**src/rtl/mc_ctrl_fsm_pkg.sv**
```systemverilog
`default_nettype none
// +----------------------------------------------------------------------+
// | Module      : mc_ctrl_fsm_pkg                                        |
// | Description : Shared constants for the multi-cycle MIPS32 control    |
// |               unit: state encodings, opcode/func values, ALU codes,  |
// |               datapath mux-select encodings and func decode helpers. |
// | Revision    : 1.0 - initial release                                  |
// +----------------------------------------------------------------------+
package mc_ctrl_fsm_pkg;

  typedef enum logic [3:0] {
    S_IF       = 4'd0,
    S_ID       = 4'd1,
    S_EXE_R    = 4'd2,
    S_EXE_I    = 4'd3,
    S_EXE_BR   = 4'd4,
    S_EXE_ADDR = 4'd5,
    S_EXE_J    = 4'd6,
    S_MEM_LW   = 4'd7,
    S_MEM_SW   = 4'd8,
    S_WB_R     = 4'd9,
    S_WB_I     = 4'd10,
    S_WB_LW    = 4'd11,
    S_TRAP     = 4'd15
  } state_t;

  // Opcodes
  localparam logic [5:0] OP_RTYPE = 6'h00;
  localparam logic [5:0] OP_J     = 6'h02;
  localparam logic [5:0] OP_JAL   = 6'h03;
  localparam logic [5:0] OP_BEQ   = 6'h04;
  localparam logic [5:0] OP_BNE   = 6'h05;
  localparam logic [5:0] OP_ADDI  = 6'h08;
  localparam logic [5:0] OP_SLTI  = 6'h0A;
  localparam logic [5:0] OP_ANDI  = 6'h0C;
  localparam logic [5:0] OP_ORI   = 6'h0D;
  localparam logic [5:0] OP_XORI  = 6'h0E;
  localparam logic [5:0] OP_LW    = 6'h23;
  localparam logic [5:0] OP_SW    = 6'h2B;

  // R-type function codes
  localparam logic [5:0] FN_SLL = 6'h00;
  localparam logic [5:0] FN_SRL = 6'h02;
  localparam logic [5:0] FN_ADD = 6'h20;
  localparam logic [5:0] FN_SUB = 6'h22;
  localparam logic [5:0] FN_AND = 6'h24;
  localparam logic [5:0] FN_OR  = 6'h25;
  localparam logic [5:0] FN_XOR = 6'h26;
  localparam logic [5:0] FN_NOR = 6'h27;
  localparam logic [5:0] FN_SLT = 6'h2A;

  // ALU operation codes
  localparam logic [3:0] ALU_ADD = 4'd0;
  localparam logic [3:0] ALU_SUB = 4'd1;
  localparam logic [3:0] ALU_AND = 4'd2;
  localparam logic [3:0] ALU_OR  = 4'd3;
  localparam logic [3:0] ALU_XOR = 4'd4;
  localparam logic [3:0] ALU_NOR = 4'd5;
  localparam logic [3:0] ALU_SLT = 4'd6;
  localparam logic [3:0] ALU_SLL = 4'd7;
  localparam logic [3:0] ALU_SRL = 4'd8;

  // Mux-select encodings
  localparam logic [2:0] SRCB_B      = 3'd0;
  localparam logic [2:0] SRCB_4      = 3'd1;
  localparam logic [2:0] SRCB_IMM    = 3'd2;
  localparam logic [2:0] SRCB_IMM_SH = 3'd3;
  localparam logic [2:0] SRCB_ZIMM   = 3'd4;

  localparam logic [1:0] PCSRC_ALU    = 2'd0;
  localparam logic [1:0] PCSRC_ALUOUT = 2'd1;
  localparam logic [1:0] PCSRC_JUMP   = 2'd2;

  localparam logic [1:0] RDST_RT  = 2'd0;
  localparam logic [1:0] RDST_RD  = 2'd1;
  localparam logic [1:0] RDST_R31 = 2'd2;

  localparam logic [1:0] M2R_ALUOUT = 2'd0;
  localparam logic [1:0] M2R_MDR    = 2'd1;
  localparam logic [1:0] M2R_PC     = 2'd2;

  function automatic logic func_legal(input logic [5:0] fn);
    case (fn)
      FN_SLL, FN_SRL, FN_ADD, FN_SUB, FN_AND,
      FN_OR, FN_XOR, FN_NOR, FN_SLT: func_legal = 1'b1;
      default:                       func_legal = 1'b0;
    endcase
  endfunction

  function automatic logic [3:0] func_alu_op(input logic [5:0] fn);
    case (fn)
      FN_SUB:  func_alu_op = ALU_SUB;
      FN_AND:  func_alu_op = ALU_AND;
      FN_OR:   func_alu_op = ALU_OR;
      FN_XOR:  func_alu_op = ALU_XOR;
      FN_NOR:  func_alu_op = ALU_NOR;
      FN_SLT:  func_alu_op = ALU_SLT;
      FN_SLL:  func_alu_op = ALU_SLL;
      FN_SRL:  func_alu_op = ALU_SRL;
      default: func_alu_op = ALU_ADD;
    endcase
  endfunction

endpackage
`default_nettype wire

```
**src/rtl/mc_wait_timer.sv**
```systemverilog
`default_nettype none
// +----------------------------------------------------------------------+
// | Module      : mc_wait_timer                                          |
// | Description : Counts stalled cycles while a memory state waits for   |
// |               mem_ready; clears whenever the wait ends or the FSM is |
// |               elsewhere, and flags expiry at the all-ones count.     |
// | Ports       : clk, nrst   - clock, async active-low reset            |
// |               active      - FSM is in a memory-waiting state         |
// |               ready       - effective memory ready this cycle        |
// |               expire      - wait budget exhausted this cycle         |
// | Revision    : 1.0 - initial release                                  |
// +----------------------------------------------------------------------+
module mc_wait_timer #(
  parameter int WAIT_W = 4
) (
  input  logic clk,
  input  logic nrst,
  input  logic active,
  input  logic ready,
  output logic expire
);

  localparam logic [WAIT_W-1:0] C_MAX = '1;

  logic [WAIT_W-1:0] r_cnt;

  // A ready in the final cycle still wins, so expiry requires ready low.
  assign expire = active && !ready && (r_cnt == C_MAX);

  // Leaving the state (ready, expiry, or not a wait state) clears the count.
  always_ff @(posedge clk or negedge nrst) begin
    if (!nrst) begin
      r_cnt <= '0;
    end else if (active && !ready && !expire) begin
      r_cnt <= r_cnt + WAIT_W'(1);
    end else begin
      r_cnt <= '0;
    end
  end

endmodule
`default_nettype wire

```
**src/rtl/mc_ctrl_fsm.sv**
```systemverilog
`default_nettype none
// +----------------------------------------------------------------------+
// | Module      : mc_ctrl_fsm                                            |
// | Description : Multi-cycle MIPS32 control unit. Moore FSM decoding    |
// |               op/func into datapath enables and mux selects, with a  |
// |               memory ready handshake, wait timeout, illegal-op trap  |
// |               and a retired-instruction counter.                     |
// | Ports       : op/func/zero/mem_ready in; datapath enables, selects,  |
// |               alu_op, state, instr_done, trap, timeout, retired out. |
// | Revision    : 1.0 - initial release                                  |
// +----------------------------------------------------------------------+
module mc_ctrl_fsm
  import mc_ctrl_fsm_pkg::*;
#(
  parameter int OP_W              = 6,
  parameter int FUNC_W            = 6,
  parameter int ALUOP_W           = 4,
  parameter int USE_MEM_HANDSHAKE = 1,
  parameter int WAIT_W            = 4,
  parameter int CNT_W             = 32
) (
  input  logic               clk,
  input  logic               nrst,
  input  logic [OP_W-1:0]    op,
  input  logic [FUNC_W-1:0]  func,
  input  logic               zero,
  input  logic               mem_ready,
  output logic               ir_write,
  output logic               mdr_write,
  output logic               reg_write,
  output logic               a_write,
  output logic               b_write,
  output logic               alu_out_write,
  output logic               pc_write,
  output logic               mem_read,
  output logic               mem_write,
  output logic               iord,
  output logic               alu_src_a,
  output logic [2:0]         alu_src_b,
  output logic [ALUOP_W-1:0] alu_op,
  output logic [1:0]         pc_src,
  output logic [1:0]         reg_dst,
  output logic [1:0]         mem_to_reg,
  output logic [3:0]         state,
  output logic               instr_done,
  output logic               trap,
  output logic               timeout,
  output logic [CNT_W-1:0]   retired
);

  state_t           r_state;
  state_t           w_next;
  logic             w_ready;
  logic             w_wait_active;
  logic             w_expire;
  logic [3:0]       w_alu;
  logic [5:0]       w_op;
  logic [5:0]       w_fn;
  logic             r_timeout;
  logic [CNT_W-1:0] r_retired;

  assign w_op = 6'(op);
  assign w_fn = 6'(func);

  generate
    if (USE_MEM_HANDSHAKE != 0) begin : g_handshake
      assign w_ready = mem_ready;
    end else begin : g_no_handshake
      assign w_ready = 1'b1;
    end
  endgenerate

  assign w_wait_active = (r_state == S_IF) || (r_state == S_MEM_LW) ||
                         (r_state == S_MEM_SW);

  mc_wait_timer #(
    .WAIT_W (WAIT_W)
  ) u_wait_timer (
    .clk    (clk),
    .nrst   (nrst),
    .active (w_wait_active),
    .ready  (w_ready),
    .expire (w_expire)
  );

  always_ff @(posedge clk or negedge nrst) begin
    if (!nrst) begin
      r_state <= S_IF;
    end else begin
      r_state <= w_next;
    end
  end

  always_comb begin
    w_next        = r_state;
    ir_write      = 1'b0;
    mdr_write     = 1'b0;
    reg_write     = 1'b0;
    a_write       = 1'b0;
    b_write       = 1'b0;
    alu_out_write = 1'b0;
    pc_write      = 1'b0;
    mem_read      = 1'b0;
    mem_write     = 1'b0;
    iord          = 1'b0;
    alu_src_a     = 1'b0;
    alu_src_b     = SRCB_B;
    w_alu         = ALU_ADD;
    pc_src        = PCSRC_ALU;
    reg_dst       = RDST_RT;
    mem_to_reg    = M2R_ALUOUT;
    instr_done    = 1'b0;
    case (r_state)
      S_IF: begin
        mem_read  = 1'b1;
        alu_src_b = SRCB_4;
        ir_write  = w_ready;
        pc_write  = w_ready;
        if (w_expire)     w_next = S_TRAP;
        else if (w_ready) w_next = S_ID;
      end
      S_ID: begin
        // Branch target is precomputed into ALUOut while decoding.
        a_write       = 1'b1;
        b_write       = 1'b1;
        alu_out_write = 1'b1;
        alu_src_b     = SRCB_IMM_SH;
        case (w_op)
          OP_RTYPE:                                   w_next = func_legal(w_fn) ? S_EXE_R : S_TRAP;
          OP_ADDI, OP_SLTI, OP_ANDI, OP_ORI, OP_XORI: w_next = S_EXE_I;
          OP_BEQ, OP_BNE:                             w_next = S_EXE_BR;
          OP_LW, OP_SW:                               w_next = S_EXE_ADDR;
          OP_J, OP_JAL:                               w_next = S_EXE_J;
          default:                                    w_next = S_TRAP;
        endcase
      end
      S_EXE_R: begin
        alu_src_a     = 1'b1;
        alu_out_write = 1'b1;
        w_alu         = func_alu_op(w_fn);
        w_next        = S_WB_R;
      end
      S_EXE_I: begin
        alu_src_a     = 1'b1;
        alu_out_write = 1'b1;
        alu_src_b     = SRCB_IMM;
        case (w_op)
          OP_SLTI: w_alu = ALU_SLT;
          OP_ANDI: begin alu_src_b = SRCB_ZIMM; w_alu = ALU_AND; end
          OP_ORI:  begin alu_src_b = SRCB_ZIMM; w_alu = ALU_OR;  end
          OP_XORI: begin alu_src_b = SRCB_ZIMM; w_alu = ALU_XOR; end
          default: w_alu = ALU_ADD;
        endcase
        w_next = S_WB_I;
      end
      S_EXE_BR: begin
        alu_src_a  = 1'b1;
        w_alu      = ALU_SUB;
        pc_src     = PCSRC_ALUOUT;
        pc_write   = (w_op == OP_BNE) ? ~zero : zero;
        instr_done = 1'b1;
        w_next     = S_IF;
      end
      S_EXE_ADDR: begin
        alu_src_a     = 1'b1;
        alu_src_b     = SRCB_IMM;
        alu_out_write = 1'b1;
        w_next        = (w_op == OP_SW) ? S_MEM_SW : S_MEM_LW;
      end
      S_EXE_J: begin
        pc_src     = PCSRC_JUMP;
        pc_write   = 1'b1;
        // PC was already advanced in IF, so it is the link value.
        if (w_op == OP_JAL) begin
          reg_write  = 1'b1;
          reg_dst    = RDST_R31;
          mem_to_reg = M2R_PC;
        end
        instr_done = 1'b1;
        w_next     = S_IF;
      end
      S_MEM_LW: begin
        iord      = 1'b1;
        mem_read  = 1'b1;
        mdr_write = w_ready;
        if (w_expire)     w_next = S_TRAP;
        else if (w_ready) w_next = S_WB_LW;
      end
      S_MEM_SW: begin
        iord       = 1'b1;
        mem_write  = 1'b1;
        instr_done = w_ready;
        if (w_expire)     w_next = S_TRAP;
        else if (w_ready) w_next = S_IF;
      end
      S_WB_R: begin
        reg_write  = 1'b1;
        reg_dst    = RDST_RD;
        instr_done = 1'b1;
        w_next     = S_IF;
      end
      S_WB_I: begin
        reg_write  = 1'b1;
        instr_done = 1'b1;
        w_next     = S_IF;
      end
      S_WB_LW: begin
        reg_write  = 1'b1;
        mem_to_reg = M2R_MDR;
        instr_done = 1'b1;
        w_next     = S_IF;
      end
      S_TRAP:  w_next = S_TRAP;
      default: w_next = S_TRAP;
    endcase
  end

  always_ff @(posedge clk or negedge nrst) begin
    if (!nrst) begin
      r_timeout <= 1'b0;
      r_retired <= '0;
    end else begin
      if (w_expire)   r_timeout <= 1'b1;
      if (instr_done) r_retired <= r_retired + CNT_W'(1);
    end
  end

  assign alu_op  = ALUOP_W'(w_alu);
  assign state   = r_state;
  assign trap    = (r_state == S_TRAP);
  assign timeout = r_timeout;
  assign retired = r_retired;

endmodule
`default_nettype wire

```
**config.mk**
```make
export PLATFORM = sky130hd
export DESIGN_NAME = mc_ctrl_fsm
export DESIGN_NICKNAME = d
export VERILOG_FILES = /design/src/rtl/mc_ctrl_fsm_pkg.sv /design/src/rtl/mc_wait_timer.sv /design/src/rtl/mc_ctrl_fsm.sv
export SDC_FILE = /design/constraint.sdc
export NUM_CORES = 1
export LEC_CHECK = 0
export ABC_AREA = 1
export ABC_CLOCK_PERIOD_IN_PS = 2050
export CAP_MARGIN = 20
export CORE_MARGIN = 2
export CORE_UTILIZATION = 49
export DETAILED_ROUTE_END_ITERATION = 12
export GPL_TIMING_DRIVEN = 1
export PLACE_DENSITY = 0.78
export SYNTH_ARGS = -nofsm -noshare
export SYNTH_HDL_FRONTEND = slang
export SYNTH_SLANG_ARGS = --single-unit
```
**constraint.sdc**
```tcl
create_clock -name clk -period 2.05 [get_ports clk]
set_input_delay 0.5125 -clock clk [delete_from_list [all_inputs] [get_ports clk]]
set_output_delay 0.5125 -clock clk [all_outputs]
set_load 0.01 [all_outputs]
```
== Word-level counts from Yosys, hierarchy flattened ==
Cells that the tools add are included.

* Register bits after elaboration: 41
* Bits of input ports: 16
* Logic and storage cells: 101
* Output and inout bits: 63

* Muxes and demuxes: 36
* Reduce and logical (&&, ||, !) cells: 23
* Bitwise gates (word level): 1
* Equal/unequal tests: 35
* $add $sub $neg: 2

{| class="wikitable"
|+ Operators by type and width
! operator !! number
|-
| $pmux 4 s8 || 2
|-
| $eq 6x6->1 const B || 9
|-
| $mux 4 || 9
|-
| $add 32x1->32 const B || 1
|-
| $eq 6x4->1 const B || 5
|-
| $eq 4x4->1 const B || 6
|-
| $pmux 3 s4 || 2
|-
| $pmux 4 s5 || 1
|-
| $eq 6x2->1 const B || 3
|-
| $eq 4x3->1 const B || 4
|-
| $mux 1 || 13
|-
| $eq 6x3->1 const B || 2
|-
| $logic_not 6->1 || 2
|-
| $pmux 2 s2 || 3
|-
| $pmux 4 s3 || 1
|-
| $reduce_or 2->1 || 5
|-
| $reduce_or 5->1 || 2
|-
| $ne 3x2->1 const B || 3
|-
| $reduce_or 9->1 || 1
|-
| $eq 4x2->1 const B || 2
|-
| $reduce_or 4->1 || 2
|-
| $reduce_or 3->1 || 2
|-
| $add 4x1->4 const B || 1
|-
| $eq 4x1->1 const B || 1
|-
| other kinds (10) || 15
|}

== Depth between registers and ports, before layout ==
* Word-level depth: 8
* Gate-level depth with buffers: 11

== By module ==
Synthesis repeated with hierarchy kept, for this count alone.

* Cell total of the unflattened synthesis: 472
* Area total of the unflattened synthesis: 3,124.2 µm²

{| class="wikitable"
|+ By module, submodules not included
! module !! instances !! area each (µm²) !! cells an instance
|-
| mc_ctrl_fsm || 1 || 2,927.8 || 448
|-
| mc_wait_timer || 1 || 196.4 || 24
|}

== Worst setup path before layout ==
OpenSTA, ideal clock, no wires.

* Path kind: flip-flop to output port
* From: register r_state[3] (netlist: state[3])
* To: output port alu_op[0]
* Slack: 12 ps
* Arrival: 1,526 ps
* Cell stages (with the launch flop): 6
* Data required time: 1,537 ps
* Buffers on the path: 0
* Cells stage by stage: dfrtp_1 > nor2_1 > inv_1 > nor2_1 > inv_1 > o311ai_0

* Word-level cells in the longest chain between the ends: 2

{| class="wikitable"
|+ Ends and longest elaborated chain
! what !! line !! RTL
|-
| from (decl) || mc_ctrl_fsm.sv:51 || <nowiki>state_t r_state;</nowiki>
|-
| from (signal assigned) || mc_ctrl_fsm.sv:90 || <nowiki>r_state <= w_next;</nowiki>
|-
| $eq 4x3->1 or $eq 4x2->1 (tied branches) || mc_ctrl_fsm.sv:113 || <nowiki>case (r_state)</nowiki>
|-
| $pmux 4 s3 * || mc_ctrl_fsm.sv:113 ||
|-
| to (decl) || mc_ctrl_fsm.sv:40 || <nowiki>output logic [ALUOP_W-1:0] alu_op,</nowiki>
|}

Mark *: on every way between the ends. The rest lies on a longest branch, timed or not.

== Final worst setup path ==
* From: register r_state[0] (netlist: state[0])
* To: output port pc_write

* Word-level cells in the longest chain between the ends: 2

{| class="wikitable"
|+ Ends and longest elaborated chain
! what !! line !! RTL
|-
| $eq 4x3->1 or $logic_not 4->1 (tied branches) || mc_ctrl_fsm.sv:113 ||
|-
| $pmux 1 s3 * || mc_ctrl_fsm.sv:113 ||
|-
| to (decl) || mc_ctrl_fsm.sv:34 || <nowiki>output logic pc_write,</nowiki>
|}

Marked as above.

==> results_dict.tcl <==
set metrics [dict create \
    die_height_um 81.3 \
    ir_worst_vdd_v 0.000430 \
    hold_viol 0 \
    path_clk_slew_ps 80 \
    ys_seq_elements 41 \
    yosysWarningCount 0 \
    cts_made_buffers 5 \
    gp_congestion 0.910 \
    drc_errors 0 \
    synth_edf_count 0 \
    num_antenna_cells 0 \
    clock-sinks 41 \
    fin_ws_ps -26.4 \
    wl_per_cell_um 14.2 \
    hp-class "input pin to asynchronous set/reset pin" \
    outcome "finished, violations left" \
    setup_viol 3 \
    async_reset_ff_share_pct 100 \
    finalPower_mw 1.50 \
    fin_crit_sh_pct 101 \
    place_inst 621 \
    cts_tree "yes" \
    port_buffers 78 \
    synthTopCellsByCount "nand2_1, nor2_1, inv_1" \
    antenna_found_initial 0 \
    first_pass_iters 4 \
    criticalPathCategory "flop to primary output" \
    mappedNetlistNets 434 \
    dp_hpwl_um 6620 \
    drv_slew 0 \
    worstSkewPairLatency_ps 300 \
    critPathMaxFanout 3 \
    grt_overflow 0 \
    num-fill-cells 439 \
    end_kind "primary output" \
    synth_top_area_share_pct 35.0 \
    pre_cts_slack_ps -779 \
    period_minus_slack_ps 2080 \
    synth.area.top_cells "dfrtp_1, nand2_1, nor2_1" \
    first_iter_violations 162 \
    synth_cells 416 \
    drtAntennaViolNets 0 \
    nets 585 \
    syn_area_per_cell_um2 7.04 \
    synth.largest_area_cell "dfrtp_1" \
    cp.required_ps 1540 \
    seq_area_frac_synth_pct 35.0 \
    die_w_um 81.3 \
    violations "negative setup slack" \
    skew_ps 8.06 \
    io_pins 79 \
    drt_wl_total_um 9140 \
    grtUsageTotal_pct 28.4 \
    synth_cell_types 33 \
    worst_pin_slew_ps 520 \
    clockBufferDepth 2 \
    core_mm2 0.00585 \
    grt_max_degree 42 \
    htree_levels 2 \
    vias_per_cell 5.08 \
    start_kind "flop" \
    cp.arrival_ps 1560 \
    root_buffer "clkbuf_8" \
    die_area_mm2 0.00661 \
    start_util_pct 50.0 \
    cap_violations 0 \
    vias 3264 \
    p_leak_nw 2.29 \
    grt_pass1_wl_um 14300 \
    fmax_ghz 0.482 \
    syn-cell-area_mm2 0.00293 \
    drive_gt1_share_pct 33.8 \
    area_growth_pct 53.1 \
    yosysMostFrequentCell "nand2_1" \
    rows 28 \
    relSlewSlack_pct 65.4 \
    rsz0062_at_grt "yes" \
    synth_ff_type "dfrtp_1" \
    powerDensity_mw_per_mm2 334 \
    grt_pass1_vias 3063 \
    final_cells 643 \
]
## layout by cell type, fill, tap and decap left out, drive strengths merged
cell,instances
nand2,101
buf,88
nor2,80
inv,63
dfrtp,41
nand3,39
clkdlybuf4s50,38
xor2,23
clkbuf,22
nand4,20
nor3,15
xnor2,9
o21ai,8
a21oi,5
dlygate4sd2,3
and3,2
ha,2
o31ai,1
nand3b,1
o311ai,1
o2bb2ai,1
a22o,1
a21boi,1
clkinv,1
clkinvlp,1
clkdlybuf4s15,1
## power breakdown
group	total, mW	switching [mW]	leakage, nW	internal [mW]
Combinational	0.143	0.0866	1.73	0.0562
Clock	0.548	0.306	0.0445	0.242
Sequential	0.808	0	0.510	0.808
Total	1.50	0.393	2.29	1.11
## flip-flops by register name, summed over array words and instances, names as in the netlist
name                cells
timeout                 1
retired                32
state                   4
u_wait_timer.r_cnt      4
## cells by family after synthesis
group	after synthesis	synth area share [%]
simple gates	258	41.8
buf+inv	65	9.06
compound gates	18	3.63
fa+ha+maj	2	0.855
xor+xnor	32	9.57
flops	41	35.0
## repair_timing
item | CTS | global route
setup endpoints to repair | 26 | 31
resized for setup | 123 | 94
hold buffers | 0 | 0
pin swaps | 14 | 23
setup buffers | 13 | 3
## routing by layer
metal / global-route usage (%) / up-vias / wire [µm]
li1: - / 1631 / -
met1: 38.8 / 1479 / 4060
met2: 45.2 / 128 / 4270
met3: 6.11 / 26 / 613
met4: 8.81 / 0 / 196
met5: 0 / - / 0
## metrics by stage
step,util (%),instance area (µm²),setup TNS [ps],hold WS (ps)
4_1_cts,75.2,4400,-585,278
2_1_floorplan,-,2930,0,217
3_5_place_dp,71.4,4180,-9950,472
5_1_grt,76.6,4480,-529,304
3_3_place_gp,71.4,4180,-8810,452
6_report,76.6,4480,-70.6,261
## cell type report
| class | instances | area, µm² | area share [%] |
|---|---|---|---|
| multi-input cells | 310 | 1880 | 42.0 |
| inverters | 62 | 238 | 5.30 |
| clock inverters | 3 | 21.3 | 0.474 |
| flip-flops and latches | 41 | 1030 | 22.9 |
| repair buffers | 147 | 1150 | 25.7 |
| clock buffers | 5 | 68.8 | 1.54 |
| well taps | 75 | 93.8 | 2.09 |
## critical path: stages (launching register included)
cell and delay (ps):
dfrtp_1 430, buf_6 140, buf_4 130, nor2_4 110, nand2_4 70, nor2_4 120, nand3b_1 130, buf_2 130
## final timing paths
path	start	endpoint	slack, ps	cells after the start
worst max-delay path	state[0]	pc_write	-30	7
worst min-delay path	nrst	retired[0]	260	2
worst max register to register	state[0]	retired[22]	140	11
worst min register to register	u_wait_timer.r_cnt[0]	u_wait_timer.r_cnt[0]	480	1
max in group asynchronous	nrst	retired[12]	1430	2
min in group clk	u_wait_timer.r_cnt[0]	u_wait_timer.r_cnt[0]	480	1
No activity file was read; power rests on OpenSTA's default activity.
